<file path="src/rtl/branch_resolve_unit.sv">
// branch_resolve_unit: in-order queue of fetched branch predictions, checked
// against EX resolution. Emits predictor update pulses, mispredict redirect
// and a multi-cycle flush, plus sticky error flags and saturating stats.
module branch_resolve_unit #(
    parameter int PC_WIDTH     = 32,
    parameter int DEPTH        = 4,
    parameter int FLUSH_CYCLES = 2
) (
    input  logic                clk,
    input  logic                reset_n,
    input  logic                push_valid,
    input  logic [PC_WIDTH-1:0] push_pc,
    input  logic                push_pred_taken,
    input  logic [PC_WIDTH-1:0] push_pred_target,
    output logic                queue_full,
    input  logic                resolve_valid,
    input  logic                resolve_taken,
    input  logic [PC_WIDTH-1:0] resolve_target,
    output logic                update_en,
    output logic                actual_taken,
    output logic [PC_WIDTH-1:0] update_pc,
    output logic                mispredict,
    output logic [PC_WIDTH-1:0] redirect_pc,
    output logic                flush,
    output logic                err_underflow,
    output logic                err_overflow,
    output logic [31:0]         branch_count,
    output logic [31:0]         mispredict_count
);
    localparam int AW = (DEPTH > 1) ? $clog2(DEPTH) : 1;
    localparam int CW = $clog2(DEPTH + 1);
    localparam int FW = (FLUSH_CYCLES > 1) ? $clog2(FLUSH_CYCLES) : 1;

    typedef enum logic {RUN, RECOVER} state_t;

    state_t              state;
    logic [FW-1:0]       flush_cnt;
    logic [AW-1:0]       wr_ptr, rd_ptr;
    logic [CW-1:0]       count;

    logic [PC_WIDTH-1:0] pc_q  [DEPTH];
    logic [PC_WIDTH-1:0] tgt_q [DEPTH];
    logic [DEPTH-1:0]    pt_q;

    logic                pop_ok, push_ok, mis;
    logic [PC_WIDTH-1:0] head_pc, head_tgt;
    logic                head_pt;

    assign queue_full = (count == CW'(DEPTH));
    assign head_pc    = pc_q[rd_ptr];
    assign head_tgt   = tgt_q[rd_ptr];
    assign head_pt    = pt_q[rd_ptr];

    // Accept/pop decisions; a pop frees a slot so push-while-full is legal alongside it
    always_comb begin
        pop_ok  = (state == RUN) && resolve_valid && (count != '0);
        push_ok = (state == RUN) && push_valid && (!queue_full || pop_ok);
        mis     = pop_ok && ((head_pt != resolve_taken) ||
                             (resolve_taken && (head_tgt != resolve_target)));
    end

    // Prediction storage: data only, validity is tracked by the pointers/count
    always_ff @(posedge clk) begin
        if (push_ok) begin
            pc_q[wr_ptr]  <= push_pc;
            tgt_q[wr_ptr] <= push_pred_target;
            pt_q[wr_ptr]  <= push_pred_taken;
        end
    end

    // Control FSM, queue pointers, registered outputs, flags and statistics
    always_ff @(posedge clk or negedge reset_n) begin
        if (!reset_n) begin
            state            <= RUN;
            flush_cnt        <= '0;
            wr_ptr           <= '0;
            rd_ptr           <= '0;
            count            <= '0;
            update_en        <= 1'b0;
            actual_taken     <= 1'b0;
            update_pc        <= '0;
            mispredict       <= 1'b0;
            redirect_pc      <= '0;
            flush            <= 1'b0;
            err_underflow    <= 1'b0;
            err_overflow     <= 1'b0;
            branch_count     <= '0;
            mispredict_count <= '0;
        end else begin
            update_en  <= 1'b0;
            mispredict <= 1'b0;

            if (pop_ok) begin
                update_en    <= 1'b1;
                actual_taken <= resolve_taken;
                update_pc    <= head_pc;
                if (branch_count != 32'hFFFF_FFFF)
                    branch_count <= branch_count + 32'd1;
            end

            if ((state == RUN) && resolve_valid && (count == '0))
                err_underflow <= 1'b1;
            if ((state == RUN) && push_valid && queue_full && !pop_ok)
                err_overflow <= 1'b1;

            case (state)
                RUN: begin
                    if (mis) begin
                        mispredict  <= 1'b1;
                        redirect_pc <= resolve_taken ? resolve_target
                                                     : head_pc + PC_WIDTH'(4);
                        if (mispredict_count != 32'hFFFF_FFFF)
                            mispredict_count <= mispredict_count + 32'd1;
                        flush     <= 1'b1;
                        flush_cnt <= FW'(FLUSH_CYCLES - 1);
                        state     <= RECOVER;
                    end
                end
                RECOVER: begin
                    if (flush_cnt == '0) begin
                        flush <= 1'b0;
                        state <= RUN;
                    end else begin
                        flush_cnt <= flush_cnt - FW'(1);
                    end
                end
                default: state <= RUN;
            endcase

            // A mispredict squashes every queued entry and any same-cycle push
            if (mis) begin
                wr_ptr <= '0;
                rd_ptr <= '0;
                count  <= '0;
            end else begin
                if (push_ok) wr_ptr <= wr_ptr + AW'(1);
                if (pop_ok)  rd_ptr <= rd_ptr + AW'(1);
                count <= count + CW'(push_ok) - CW'(pop_ok);
            end
        end
    end
endmodule

</file>
<file path="config.mk">
export PLATFORM = sky130hd
export DESIGN_NAME = branch_resolve_unit
export DESIGN_NICKNAME = d
export VERILOG_FILES = /design/src/rtl/branch_resolve_unit.sv
export SDC_FILE = /design/constraint.sdc
export NUM_CORES = 1
export LEC_CHECK = 0
export CAP_MARGIN = 15
export CORE_MARGIN = 1.5
export CORE_UTILIZATION = 30
export DETAILED_ROUTE_END_ITERATION = 8
export PLACE_DENSITY = 0.57
export SETUP_SLACK_MARGIN = 0.05
export SYNTH_ARGS = -nofsm -noshare
export SYNTH_HDL_FRONTEND = slang
export SYNTH_SLANG_ARGS = --single-unit
</file>
<file path="constraint.sdc">
create_clock -name clk -period 5.22 [get_ports clk]
set_clock_uncertainty 0.1 [all_clocks]
set_input_delay 1.566 -clock clk [delete_from_list [all_inputs] [get_ports clk]]
set_output_delay 1.566 -clock clk [all_outputs]
set_load 0.02 [all_outputs]
</file>
# Word level (Yosys, flattened, before mapping)
# Memories as Yosys holds them, arrays and structs flattened.
# Index checks and enable logic that the tools add are counted.
totals:
  regBits: 147
  latchBits: 0
  ramBits: 256
  rom_bits: 0
  output_inout_bits: 135
  n_memories: 2
op_classes:
  n_addsub: 8
  multipliers: 0
  div: 0
  n_lt_le_gt_ge: 3
  eq_ne: 7
  shift: 0
  muxes: 23
  bitwise: 1
  n_reduce_logical: 22
memory_table:
  columns: ["name", "depth", "word_bits", "rd", "rd_ports_with_merged_regs", "write_ports", "line_no", "rtl"]
  rows:
  - ["pc_q", 4, 32, 1, 0, 1, "41", "logic [PC_WIDTH-1:0] pc_q [DEPTH];"]
  - ["tgt_q", 4, 32, 1, 0, 1, "42", "logic [PC_WIDTH-1:0] tgt_q [DEPTH];"]
op_table:
  columns: ["operator", "count"]
  rows:
  - ["$add A32 B1 Y32 const B", 2]
  - ["$ne A32 B32 Y1 const B", 2]
  - ["$add A32 B3 Y32 const B", 1]
  - ["$mux W32", 1]
  - ["$ne A32 B32 Y1", 1]
  - ["$mux W1", 11]
  - ["$logic_and A1 B1 Y1", 10]
  - ["$mux W2", 4]
  - ["$lt A2 B3 Y1 const B", 2]
  - ["$pmux W1 S2", 3]
  - ["$reduce_and A2 Y1", 3]
  - ["$add A2 B1 Y2 const B", 2]
  - ["$bwmux W4", 1]
  - ["$ne A2 B2 Y1 const B", 2]
  - ["$reduce_bool A2 Y1", 2]
  - ["$add A3 B1 Y3", 1]
  - ["$eq A3 B3 Y1 const B", 1]
  - ["$logic_not A3 Y1", 1]
  - ["$mux W3", 1]
  - ["$reduce_and A3 Y1", 1]
  - ["$reduce_bool A3 Y1", 1]
  - ["$sub A3 B1 Y3", 1]
  - ["$bmux W1 S2", 1]
  - ["$demux W1 S2", 1]
  - ["other kinds (6)", 8]

# Longest topological paths before layout
# Gate-level depths: netlist (run 1).
depth:
  depth_word: 8
  ltp_mapped: 14
  depth_no_buf: 12

# Least setup slack after synthesis (run 1)
# Ideal clock, no wire load.
synth_timing:
  path_type: "input to register"
  startpoint: "input resolve_valid"
  endpoint: "memory pc_q[0][0], enable pin"
  arrival_time_ps: 3734
  required_ps: 4690
  slack_ps: 956
  stages: 3
  n_path_buf: 0
  path_cell_list: "nor2b_1 nor3b_1 and2_1"
synth_via:
  elab_chain_cells: 6
synth_lines:
  columns: ["element", "line_no", "rtl"]
  rows:
  - ["start: declaration", "16", "input logic resolve_valid,"]
  - ["$logic_and A1 B1 Y1 (2 in series)", "56", "pop_ok = (state == RUN) && resolve_valid && (count != '0);"]
  - ["$logic_or A1 B1 Y1", "57", "push_ok = (state == RUN) && push_valid && (!queue_full || pop_ok);"]
  - ["$logic_and A1 B1 Y1", "57", null]
  - ["$mux W1", "64", "if (push_ok) begin"]
  - ["$mux W1 (not written as such)", "65", "pc_q[wr_ptr] <= push_pc;"]
  - ["end: declaration", "41", null]
# No other way between the ends.

# Worst setup path after layout (run 1)
layout_timing:
  startpoint: "input resolve_target[17]"
  endpoint: "register mispredict_count[27]"
layout_via:
  elab_chain_cells: 5
layout_lines:
  columns: ["element", "line_no", "rtl"]
  rows:
  - ["start: declaration", "18", "input logic [PC_WIDTH-1:0] resolve_target,"]
  - ["$ne A32 B32 Y1", "59", "(resolve_taken && (head_tgt != resolve_target)));"]
  - ["$logic_and A1 B1 Y1", "59", null]
  - ["$logic_or A1 B1 Y1", "58", "mis = pop_ok && ((head_pt != resolve_taken) ||"]
  - ["$logic_and A1 B1 Y1", "58", null]
  - ["$reduce_and A3 Y1 (no line)", null, null]
  - ["end signal: assignment", "113", "mispredict_count <= mispredict_count + 32'd1;"]
  - ["end: declaration", "28", "output logic [31:0] mispredict_count"]
# No other way between the ends.
# A chain may end at the register's enable or synchronous reset.

==> results of run 1 <==
-- worst paths after layout --
check / end / slack, ns / cells after the start
worst min register to register: err_underflow$_DFFE_PN0P_ / 0.36 / 1
worst max-delay path: mispredict_count[27]$_DFFE_PN0P_ / 1.02 / 9
max in group asynchronous: branch_count[28]$_DFFE_PN0P_ / 3.26 / 2
worst max register to register: mispredict_count[27]$_DFFE_PN0P_ / 1.21 / 10
worst min-delay path: err_underflow$_DFFE_PN0P_ / 0.36 / 1
min in group asynchronous: mispredict_count[17]$_DFFE_PN0P_ / 0.98 / 1
-- power breakdown --
part           internal (mW)  total (mW)  switching, mW
logic                   1.77        3.85           2.08
registers               4.10        4.58          0.483
clock network           1.93        3.25           1.32
-- cell usage after synthesis (3+ instances only) --
cell type  number
a21oi_1        21
and2_1         14
and3_1         20
and4_1          4
buf_2           9
buf_4           7
buf_6           7
clkbuf_1       15
dfrtp_1       143
edfxtp_1      260
ha_1            9
inv_1          17
mux2_2         39
mux2i_1        42
mux4_2         54
nand2_1        84
nand2b_1        5
nand3_1        50
nand4_1        25
nand4b_1        3
nor2_1         42
nor2b_1         5
nor3_1         20
nor3b_1         5
nor4_1          8
o21ai_0        33
o2bb2ai_1       3
xnor2_1        97
xor2_1         25
-- worst max-delay path, delay by kind of cell --
kind | cells | cell delay, ns
mux | 1 | 0.15
xor+xnor | 1 | 0.12
compound gates | 1 | 0.24
simple gates | 4 | 1.58
buf+inv | 2 | 0.93
-- per-stage QoR --
stage / hold WS [ns] / power [mW] / area [um^2]
after floorplan: 0.373 / 6.88 / 17000
after global placement: 0.342 / 8.51 / 20400
after detailed placement: 0.348 / 8.54 / 20400
after CTS: 0.364 / 11.9 / 21900
after global routing: 0.401 / 12.3 / 21900
final: 0.356 / 11.7 / 21900
-- metal layers --
layer  up-vias  global-route usage [%]  routed length, um
met2       382                    25.8              21700
met3        81                    5.17               4240
li1       4696                       -                  -
met5         -                       0                 92
met4        14                    4.38                910
met1      5311                    21.9              20700
-- layout make-up --
type / instances / area share, %
flip-flops and latches: 403 / 52.0
multi-input cells: 647 / 24.4
repair buffers: 259 / 12.1
clock buffers: 68 / 5.96
well taps: 756 / 4.32
clock inverters: 17 / 0.942
inverters: 18 / 0.308
diodes: 3 / 0.0343
-- state kept, by name, indices dropped and copies added, names as in the netlist, 2 cells and up --
name              count
pc_q                128
tgt_q               128
branch_count         32
mispredict_count     32
redirect_pc          32
update_pc            32
pt_q                  4
count                 3
rd_ptr                2
wr_ptr                2
-- kinds of logic after synthesis --
kind of cell | after synthesis | share of synthesized area (%)
AO/OA/AOI/OAI | 77 | 2.70
XOR/XNOR | 122 | 6.27
adder cells (fa/ha/maj) | 10 | 0.779
buffers and inverters | 58 | 1.87
flip-flops | 403 | 66.8
multiplexers | 136 | 12.3
AND/OR/NAND/NOR | 302 | 9.28
==> results.json, run 1 <==
{
  "status": "complete, no violations",
  "yosysUniqueCellTypes": 61,
  "setup_tns_ns": 0,
  "setup_viol": 0,
  "detail_route.wl_per_cell_um": 21.9,
  "async_flop_share_pct": 35.5,
  "rsz0062_at_grt": "false",
  "drt_first_pass_iters": 6,
  "placementRows": 87,
  "dieWidth_um": 241,
  "port_buffers": 236,
  "grt_usage_pct": 16.4,
  "crit_path_end_kind": "flip-flop",
  "maxSlewHeadroom_pct": 34.3,
  "fillers": 5299,
  "hp-class": "flip-flop to flip-flop",
  "grt_pass1_vias": 10807,
  "cts_max_level": 2,
  "drt_wl_total_um": 47600,
  "tightest_slew_ns": 0.986,
  "tritoncts": "yes",
  "synth.yosys.seq_area_share_pct": 66.8,
  "multiInputGateArea_um2": 5340,
  "leakage_nw": 7.72,
  "die_area_um2": 58200,
  "grt_max_degree": 95,
  "path_class": "primary input to flip-flop",
  "cts_setup_buffers": 0,
  "ff_latch_area_um2": 11400,
  "p_per_area_nw_per_um2": 533,
  "yosys_warnings": 0,
  "hold_viol": 0,
  "die_height_um": 241,
  "area_growth_pct": 28.6,
  "clk-insertion-delay-late_ns": 0.60,
  "fmax_ghz": 0.238,
  "cts.root.buffer_cell": "clkbuf_16",
  "dp_cells": 2083,
  "crit_path_max_fanout": 29,
  "synth_edf_count": 260,
  "vias": 10484,
  "synth_flop_cell": "edfxtp_1",
  "critPathRequiredTime_ns": 5.62,
  "synthCells": 1108,
  "grt_remaining_overflow": 0,
  "clockBufferDepth": 3,
  "fin_cells": 2171,
  "place_ws_ns": 0.471,
  "r2r_start": "rd_ptr[1]$_DFFE_PN0P_",
  "place_congestion": 0.823,
  "dp_hpwl_um": 32800,
  "ys_ff_latch": 403,
  "final_nets": 1487,
  "numCtsBuffers": 46,
  "path_cells": "clkdlybuf4s50_1 -> o2bb2ai_1 -> nor4_1 -> mux2i_1 -> or4b_1 -> or4_1 -> buf_4 -> nand4b_1 -> xnor2_1",
  "drc": 0,
  "yosysTopAreaCell": "edfxtp_1",
  "syn_nets": 1220,
  "ctsResizeCount": 0,
  "crit_start": "resolve_target[17]",
  "avgSynthCellArea_um2": 15.4,
  "postLayoutCoreUtil_pct": 38.9,
  "most-common-layout-cells": "edfxtp_1, clkdlybuf4s50_1, dfrtp_1, xnor2_1, nand2_1",
  "synthTopCellsByArea": "edfxtp_1, dfrtp_1, mux4_2",
  "ir_drop_mv": 0.282,
  "final_common_cell": "edfxtp_1",
  "synth_top_area_share_pct": 45.8,
  "slowest_delay_ns": 0.66,
  "finalWorstSetupSlack_ns": 1.02,
  "ios": 237,
  "core-area_um2": 56300,
  "timing.final.crit_share_pct": 80.5,
  "cts.clk_slew.worst_paths_ns": 0.05,
  "cts_hold_buf": 0,
  "period_minus_slack_ns": 4.20,
  "antenna_found_initial": 9,
  "slowest_stage": "or4_1",
  "initial_core_util_pct": 30.3,
  "grt_first_pass_wirelength_um": 69900,
  "hold_path.startpoint": "err_underflow$_DFFE_PN0P_",
  "drtIter0Drc": 706,
  "syn_area_um2": 17000,
  "cap_violations": 0,
  "layout-drive-gt1-share_pct": 14.6,
  "cp.arrival_ns": 4.60,
  "clock-sinks": 403,
  "start_kind": "primary input",
  "ant_nets": 0,
  "drt-vias-per-instance": 4.83,
  "drv_slew": 0
}
Note: power is estimated with default switching activity, not from simulation.
==> run 2, diff against run 1 <==
==> constraint.sdc (replaced) <==
create_clock -name clk -period 3.9 [get_ports clk]
set_clock_uncertainty 0.1 [all_clocks]
set_input_delay 1.17 -clock clk [delete_from_list [all_inputs] [get_ports clk]]
set_output_delay 1.17 -clock clk [all_outputs]
set_load 0.02 [all_outputs]
==> results.json, run 2 (synthesis results as in run 1) <==
{
  "ant_nets": 0,
  "cts.root.buffer_cell": "clkbuf_16",
  "dp_cells": 2124,
  "place_congestion": 0.857,
  "port_buffers": 236,
  "path_class": "primary input to flip-flop",
  "ir_drop_mv": 0.379,
  "layout-drive-gt1-share_pct": 17.4,
  "dieWidth_um": 241,
  "core-area_um2": 56300,
  "placementRows": 87,
  "ctsResizeCount": 0,
  "dpl_cell_area_um2": 20800,
  "cp.arrival_ns": 4.01,
  "vias": 10551,
  "grt_pass1_vias": 10698,
  "cts_hold_buf": 0,
  "hp-class": "flip-flop to flip-flop",
  "holdWs_ns": 0.361,
  "crit_path_max_fanout": 29,
  "drc": 0,
  "clockBufferDepth": 3,
  "die_height_um": 241,
  "cts_max_level": 2,
  "ios": 237,
  "timing.final.crit_share_pct": 93.1,
  "leakage_nw": 7.98,
  "start_kind": "primary input",
  "cts_setup_buffers": 0,
  "clock-sinks": 403,
  "initial_core_util_pct": 30.3,
  "setup_tns_ns": 0,
  "detail_route.wl_per_cell_um": 21.6,
  "fin_cells": 2212,
  "maxSlewHeadroom_pct": 55.4,
  "tritoncts": "yes",
  "grt_first_pass_wirelength_um": 70500,
  "dp_hpwl_um": 34100,
  "clk-insertion-delay-late_ns": 0.59,
  "numCtsBuffers": 45,
  "rsz0062_at_grt": "false",
  "grt_usage_pct": 16.7,
  "area_growth_pct": 31.3,
  "cap_violations": 0,
  "final_common_cell": "edfxtp_1",
  "fmax_ghz": 0.275,
  "drt-vias-per-instance": 4.77,
  "critPathRequiredTime_ns": 4.28,
  "status": "complete, no violations",
  "cts.clk_slew.worst_paths_ns": 0.06,
  "p_per_area_nw_per_um2": 715,
  "grt_max_degree": 63,
  "period_minus_slack_ns": 3.63,
  "drtIter0Drc": 793,
  "most-common-layout-cells": "edfxtp_1, clkdlybuf4s50_1, dfrtp_1, xnor2_1, nand2_1",
  "setup_viol": 0,
  "tightest_slew_ns": 0.669,
  "hold_viol": 0,
  "postLayoutCoreUtil_pct": 39.8,
  "drv_slew": 0,
  "crit_path_end_kind": "flip-flop",
  "reg.largest.list": "pc_q x128, tgt_q x128",
  "drt_first_pass_iters": 6,
  "grt_remaining_overflow": 0,
  "drt_wl_total_um": 47800,
  "post-route-cell-area_um2": 22400,
  "final_nets": 1527,
  "die_area_um2": 58200,
  "antenna_found_initial": 12
}
run 2: changes by cell type in the layout (fill, tap and decap cells not counted), moves of 2 or more:
cell | before | now
diode_2 | 3 | 5
clkbuf_1 | 16 | 8
buf_4 | 14 | 49
clkinv_2 | 7 | 9
buf_12 | 9 | 15
clkbuf_16 | 47 | 45
bufinv_16 | 4 | 8
run 2: layout make-up:
cell class / count / area [um^2]
timing repair buffer: 300 / 3030
antenna: 5 / 12.5
clock inverter: 26 / 375
multi-input combinational: 647 / 5340
fill: 5269 / 33900
inverter: 18 / 67.6
sequential: 403 / 11400
clock buffer: 57 / 1210
tap: 756 / 946
run 2: final timing paths:
kind	slack (ns)	depth (start not counted)	from	to
max	0.27	9	resolve_target[24]	mispredict_count[8]$_DFFE_PN0P_
min	0.36	1	err_overflow$_DFFE_PN0P_	err_overflow$_DFFE_PN0P_
max reg2reg	0.41	9	rd_ptr[0]$_DFFE_PN0P_	mispredict_count[8]$_DFFE_PN0P_
min reg2reg	0.36	1	err_overflow$_DFFE_PN0P_	err_overflow$_DFFE_PN0P_
max in group asynchronous	2.49	2	reset_n	branch_count[27]$_DFFE_PN0P_
min in group asynchronous	0.52	1	reset_n	mispredict_count[15]$_DFFE_PN0P_
run 2: power by group:
group | internal [mW] | switching [mW] | total, mW | leakage [nW]
Combinational | 2.54 | 2.94 | 5.48 | 3.03
Sequential | 5.49 | 0.497 | 5.99 | 4.18
Clock | 2.75 | 1.78 | 4.53 | 0.773
Total | 10.8 | 5.22 | 16.0 | 7.98
run 2: critical path, stage by stage:
cell and delay, ns:
clkdlybuf4s50_1 0.57, xnor2_1 0.21, nor4_1 0.23, mux2i_1 0.14, or4b_1 0.47, or4_1 0.64, buf_4 0.29, nand4_1 0.14
xnor2_1 0.13
run 2: layer usage:
layer | wire (um) | share of wire [%] | GRT usage, % | vias up
met2 | 21900 | 46 | 26.3 | 298
met5 | 86 | 0.18 | 0 | -
met4 | 880 | 1.8 | 3.64 | 14
met3 | 3600 | 7.5 | 4.98 | 70
li1 | - | - | - | 4783
met1 | 21400 | 45 | 22.7 | 5386
run 2: metrics by stage:
step | total power, mW | worst slack (ns)
6_report | 16.0 | 0.268
5_1_grt | 16.9 | 0.150
4_1_cts | 16.3 | 0.310
3_5_place_dp | 11.6 | -0.287
3_3_place_gp | 11.6 | -0.278
2_1_floorplan | 9.19 | 0.302
==> run 3, diff against run 2 <==
--- a/config.mk
+++ b/config.mk
@@ -11,6 +11,7 @@
 export DETAILED_ROUTE_END_ITERATION = 8
 export PLACE_DENSITY = 0.57
 export SETUP_SLACK_MARGIN = 0.05
+export SKIP_LAST_GASP = 1
 export SYNTH_ARGS = -nofsm -noshare
 export SYNTH_HDL_FRONTEND = slang
 export SYNTH_SLANG_ARGS = --single-unit
==> results of run 3 <==
Final layout, timing and power as in run 2 (identical DEF).
